==> config.mk <==
export PLATFORM = sky130hd
export DESIGN_NAME = fp_norm_scheduler
export DESIGN_NICKNAME = d
export VERILOG_FILES = /design/src/rtl/fp_norm_scheduler.sv
export SDC_FILE = /design/constraint.sdc
export NUM_CORES = 1
export LEC_CHECK = 0
export CAP_MARGIN = 25
export CORE_ASPECT_RATIO = 0.5
export CORE_MARGIN = 4
export CORE_UTILIZATION = 40
export CTS_BUF_LIST = sky130_fd_sc_hd__clkbuf_16
export CTS_CLUSTER_DIAMETER = 100
export DETAILED_ROUTE_END_ITERATION = 12
export GPL_ROUTABILITY_DRIVEN = 0
export PLACE_DENSITY = 0.7
export SKIP_LAST_GASP = 1
export SLEW_MARGIN = 20
export SYNTH_ARGS = -nofsm -noshare
export SYNTH_HDL_FRONTEND = slang
export SYNTH_SLANG_ARGS = --single-unit
export TNS_END_PERCENT = 10
==> constraint.sdc <==
create_clock -name clk -period 6.09 [get_ports clk]
set_input_delay 0.9135 -clock clk [delete_from_list [all_inputs] [get_ports clk]]
set_output_delay 0.9135 -clock clk [all_outputs]
set_load 0.1 [all_outputs]
==> src/rtl/fp_norm_scheduler.sv <==
// rtl/fp_norm_scheduler.sv - round-robin shared leading-zero normalizer for FP32 mantissa products
// Two-stage pipeline: S1 holds the accepted operand, S2 is the registered normalized result.
module fp_norm_scheduler #(
  parameter int NREQ = 4,
  parameter int EW   = 10,
  localparam int IDW = (NREQ > 1) ? $clog2(NREQ) : 1
) (
  input  logic                 clk,
  input  logic                 rst_n,
  input  logic [NREQ-1:0]      req_valid,
  output logic [NREQ-1:0]      req_ready,
  input  logic [NREQ*48-1:0]   req_mant,
  input  logic [NREQ*EW-1:0]   req_exp,
  input  logic [NREQ-1:0]      req_sign,
  output logic                 resp_valid,
  input  logic                 resp_ready,
  output logic [IDW-1:0]       resp_id,
  output logic [47:0]          resp_mant,
  output logic [EW-1:0]        resp_exp,
  output logic                 resp_sign,
  output logic                 resp_zero,
  output logic                 resp_uflow
);

  logic [IDW-1:0] rr;
  logic [IDW-1:0] grant;
  logic           grant_found;
  int             idx;

  logic           s1_v;
  logic [47:0]    s1_mant;
  logic [EW-1:0]  s1_exp;
  logic           s1_sign;
  logic [IDW-1:0] s1_id;

  logic           s2_take;
  logic           s1_free;
  logic           accept;

  logic [5:0]     lz;
  logic           lz_found;
  logic           s1_zero;
  logic [47:0]    norm_mant;
  logic [EW-1:0]  exp_adj;

  // Search starts at rr and wraps, so the most recently served requester is checked last.
  always_comb begin
    grant       = '0;
    grant_found = 1'b0;
    idx         = 0;
    for (int k = 0; k < NREQ; k++) begin
      idx = int'(rr) + k;
      if (idx >= NREQ) idx = idx - NREQ;
      if (!grant_found && req_valid[idx]) begin
        grant       = IDW'(idx);
        grant_found = 1'b1;
      end
    end
  end

  assign s2_take = s1_v & (~resp_valid | resp_ready);
  assign s1_free = ~s1_v | ~resp_valid | resp_ready;
  assign accept  = rst_n & grant_found & s1_free;

  always_comb begin
    req_ready = '0;
    if (accept) req_ready[grant] = 1'b1;
  end

  always_comb begin
    lz       = 6'd0;
    lz_found = 1'b0;
    for (int i = 47; i >= 0; i--) begin
      if (!lz_found && s1_mant[i]) begin
        lz       = 6'(47 - i);
        lz_found = 1'b1;
      end
    end
  end

  assign s1_zero   = (s1_mant == 48'd0);
  assign norm_mant = s1_mant << lz;
  assign exp_adj   = s1_exp + EW'(1) - EW'(lz);

  always_ff @(posedge clk or negedge rst_n) begin
    if (!rst_n) begin
      rr      <= '0;
      s1_v    <= 1'b0;
      s1_mant <= '0;
      s1_exp  <= '0;
      s1_sign <= 1'b0;
      s1_id   <= '0;
    end else begin
      if (accept) begin
        s1_v    <= 1'b1;
        s1_mant <= req_mant[grant*48 +: 48];
        s1_exp  <= req_exp[grant*EW +: EW];
        s1_sign <= req_sign[grant];
        s1_id   <= grant;
        rr      <= (grant == IDW'(NREQ - 1)) ? '0 : grant + IDW'(1);
      end else if (s2_take) begin
        s1_v <= 1'b0;
      end
    end
  end

  // Result registers only change on a load or a drain, so they hold steady under backpressure.
  always_ff @(posedge clk or negedge rst_n) begin
    if (!rst_n) begin
      resp_valid <= 1'b0;
      resp_id    <= '0;
      resp_mant  <= '0;
      resp_exp   <= '0;
      resp_sign  <= 1'b0;
      resp_zero  <= 1'b0;
      resp_uflow <= 1'b0;
    end else if (s2_take) begin
      resp_valid <= 1'b1;
      resp_id    <= s1_id;
      resp_sign  <= s1_sign;
      resp_zero  <= s1_zero;
      if (s1_zero) begin
        resp_mant  <= '0;
        resp_exp   <= '0;
        resp_uflow <= 1'b0;
      end else begin
        resp_mant  <= norm_mant;
        resp_exp   <= exp_adj;
        resp_uflow <= exp_adj[EW-1] | (exp_adj == '0);
      end
    end else if (resp_ready) begin
      resp_valid <= 1'b0;
    end
  end

endmodule

==> results.txt <==
- Subtracting the final worst setup slack from the clock period gives roughly 5 ns.
- The flow ran to the end, and the final reports show no timing, DRC or antenna violations.
* Htree depth: 4
- Transition at the pin with the smallest max-transition slack: just over 1 ns
* Final critical-path share of the clock period: 0.8180
- The final hold violation count came to 0.
- TritonCTS Sinks: around 130
* Post-synth EDFFs: 0
- Total wire length: between 40,000 and 50,000 µm
* Via count of the first global-routing pass: 10,530
- Largest stage delay on the critical path: approximately 0.65 ns
* Chain of cells forming the critical path: nor4_1, nand3_1, nor4_1, a21o_1, inv_1, ha_1, ha_1, inv_1, nor2_1, nor2_1, o21bai_1, a21oi_1, nor2b_1, o21ai_0, nand3_1, nor3b_1, a211o_1
- Post-CTS repair changed the size of 0 cells.
- Clock-pin slew was measured on the worst setup and hold paths at approximately 0.06 ns.
* Clock tree from TritonCTS: done
* Vias/cell: around 5.7
* Post-CTS Setup Bufs: 0
* Layout-stage area growth over the synthesis result: 35.45%
- Cell types occupying the most area after synthesis: sky130_fd_sc_hd__dfrtp_1 (30%), sky130_fd_sc_hd__nand2_1 (16%), sky130_fd_sc_hd__o21ai_0 (7.4%), sky130_fd_sc_hd__mux2i_1 (7.1%), sky130_fd_sc_hd__nand3_1 (3.7%)
- STA classifies the critical path endpoint as a flip-flop.
- Dividing the detail-routed wire length by the instance count gives between 15 and 20 µm.
* Setup repair after global routing missed its margin: no
* Number of fill cells in the layout: 2,577
- Library cell occupying the most area in the post-synthesis netlist: sky130_fd_sc_hd__dfrtp_1
* Standby leakage power: slightly above 6 nW
* Flip-flop cell with the highest count after synthesis: sky130_fd_sc_hd__dfrtp_1
- Worst reg2reg path depth: 17
- Area of the die: 29,630 µm²
* Number of standard cells after synthesis: ~1,500
- Entering global routing, the biggest net connects ~120 pins.
* Pwr per Cell Area: around 630 nW/µm²
- The core region is 26,380 µm².
* FF-to-FF End: resp_uflow
* Syn. warnings: 0
- Post-synthesis instance area: 10,720 µm²
- No sink is reached through more buffers than the 2 on the longest clock path.
- In the routed design, unresolved DRC markers number 0.
- Fin Hold WS: approximately 0.36 ns
* Aggregate global-route resource usage: 0.2641
- Highest-delay cell along the critical path: sky130_fd_sc_hd__nor4_1
- Iteration-0 DRC count of the detailed router: about 1,600
- For this run, the register share of the synthesized area comes to 0.2989.
- The routed layout has approximately 12,000 vias.
- In this run the vertical extent of the chip is around 120 µm.
- Clock tree root buffer cell: sky130_fd_sc_hd__clkbuf_16
- In the synthesized netlist, the cells that appear most often are sky130_fd_sc_hd__nand2_1 (469), sky130_fd_sc_hd__o21ai_0 (159), sky130_fd_sc_hd__dfrtp_1 (128).
- Antenna diode count: 0
- Of the cells placed in the final design, the portion with a size suffix greater than 1 is 0.06036.
* Die boundary width: about 240 µm
* Max transition margin: 0.3171
- Summed over all nets, the half-perimeter wirelength after detailed placement is slightly above 30,000 µm.
* Number of buffer cells added on primary ports: 310
- Worst setup SP type: flip-flop
- Synth Net Count: around 1,700
- The first detailed-routing pass took 6 iterations.
- The first global-routing pass estimated 61,050 µm of wire.
* IO Count: a little over 300
- Count of nets left with antenna violations after detail routing: 0
* Count of nets after finishing: just under 2,000
* Antenna violations before repair: 0
- For this configuration, the core starts out at a cell density of 0.4062.
- In this run, post-CTS hold repair placed 0 buffers.
* Highest ir drop seen on vdd: approximately 0.00030 V
- In this run the core area contains 42 standard-cell rows.
* Required time worst endpoint: 6.42 ns
* Final number of max-transition violations: 0
* Classification of the worst-slack hold path: in2async
- Synth top area share: 0.2989
* Max-cap violations: 0
- Maximum frequency from static timing analysis: about 0.2 GHz
- Count of unique library cells instantiated by Yosys: 87
- The worst setup path is of the reg2reg kind.
- Avg Inst Size Synth: roughly 7.3 µm²
* Source of the worst register-to-register timing path: s1_mant[43]
- Most frequent cell after synthesis: sky130_fd_sc_hd__nand2_1
- Number of buffers inserted during clock tree synthesis: 17
* Async set-or-reset flop fraction in the synthesized netlist: 1.000
* Clock tree skew after final layout: approximately 0.014 ns
- After global routing the overflow that remains totals 0.
* Data arrival time of the critical path: 5.31 ns
- The setup check on the worst reg-to-reg path leaves a slack of 1.11 ns.
- Total Neg Setup Slack: 0 ns
- Synthesis inferred ~130 register bits.
* Crit-path max FO: 16
- Clock latency of the later-clocked register in the worst-skew pair: about 0.44 ns
* Final-report setup violation count: 0
[registers in the layout, summed over array words and instances (netlist names)]
| register | cells |
|---|---|
| resp_sign | 1 |
| rr | 2 |
| resp_uflow | 1 |
| s1_mant | 48 |
| resp_valid | 1 |
| resp_mant | 48 |
| s1_v | 1 |
| resp_zero | 1 |
| resp_id | 2 |
| resp_exp | 10 |
| s1_sign | 1 |
| s1_id | 2 |
| s1_exp | 10 |
[cells by family (layout without fill, tap and decap cells)]
logic type      count (synthesis)  in the layout  share of synthesized area
simple gates                  692            692                     0.2764
compound gates                385            385                     0.2389
buf+inv                       145            394                    0.06036
flops                         128            128                     0.2989
mux                            98             98                    0.09691
fa+ha+maj                      19             19                    0.02288
xor+xnor                        7              7                   0.005721
[routing by layer]
layer  global-route usage  part of all wire
met1               0.3904              0.46
met2               0.3885              0.43
met3              0.06881             0.097
met4              0.05614             0.016
met5                    0                 0
[cell type report]
class | instances | area, µm² | area share
multi-input cells | 1201 | 6905 | 0.4757
clock buffers | 17 | 425.4 | 0.02931
well taps | 352 | 440.4 | 0.03034
flip-flops and latches | 128 | 3203 | 0.2207
inverters | 35 | 135.1 | 0.009310
clock inverters | 15 | 181.4 | 0.01250
repair buffers | 327 | 3224 | 0.2221
[worst max-delay path by stage]
| stage | slack [ns] | start | endpoint |
|---|---|---|---|
| after global routing | 0.72 | s1_mant[43] | resp_uflow |
| final | 1.11 | s1_mant[43] | resp_uflow |
| after global placement | 1.33 | req_valid[1] | req_ready[2] |
| after detailed placement | 1.28 | s1_mant[43] | resp_uflow |
| after CTS | 1.22 | s1_mant[43] | resp_uflow |
| after floorplan | 1.65 | s1_mant[27] | resp_uflow |
[per-stage QoR]
stage,utilization,total power [mW],std cells,worst slack (ns),instance area (µm²)
5_1_grt,0.5502,9.671,2075,0.7167,14520
6_report,0.5502,9.181,2075,1.109,14520
4_1_cts,0.5502,9.038,2075,1.222,14520
3_5_place_dp,0.5272,7.942,2043,1.276,13910
2_1_floorplan,-,6.199,1474,1.650,10720
3_3_place_gp,0.5272,7.913,2043,1.333,13910
[worst max-delay path, delay by kind of cell (launching register included)]
kind / cells / cell delay, ns
flip-flops: 1 / 0.45
AO/OA/AOI/OAI: 5 / 1.23
adder cells (fa/ha/maj): 2 / 0.72
buffers and inverters: 2 / 0.48
AND/OR/NAND/NOR: 8 / 1.99
[report_power, final]
group          switching (mW)  internal [mW]
sequential              0.441           1.22
combinational            4.43           2.01
clock                   0.418          0.647
total                    5.29           3.89
[layout by cell type, fill, tap and decap left out, types with 18 or more instances in the layout]
| cell | instances |
|---|---|
| sky130_fd_sc_hd__buf_4 | 20 |
| sky130_fd_sc_hd__a21oi_1 | 44 |
| sky130_fd_sc_hd__dfrtp_1 | 128 |
| sky130_fd_sc_hd__nand3_1 | 80 |
| sky130_fd_sc_hd__clkdlybuf4s50_1 | 306 |
| sky130_fd_sc_hd__nor2_1 | 57 |
| sky130_fd_sc_hd__inv_1 | 31 |
| sky130_fd_sc_hd__o21ai_0 | 159 |
| sky130_fd_sc_hd__a22o_1 | 20 |
| sky130_fd_sc_hd__ha_1 | 18 |
| sky130_fd_sc_hd__nor3_1 | 19 |
| sky130_fd_sc_hd__nand2_1 | 468 |
| sky130_fd_sc_hd__mux2i_1 | 76 |
(Power assumes the default switching activity.)
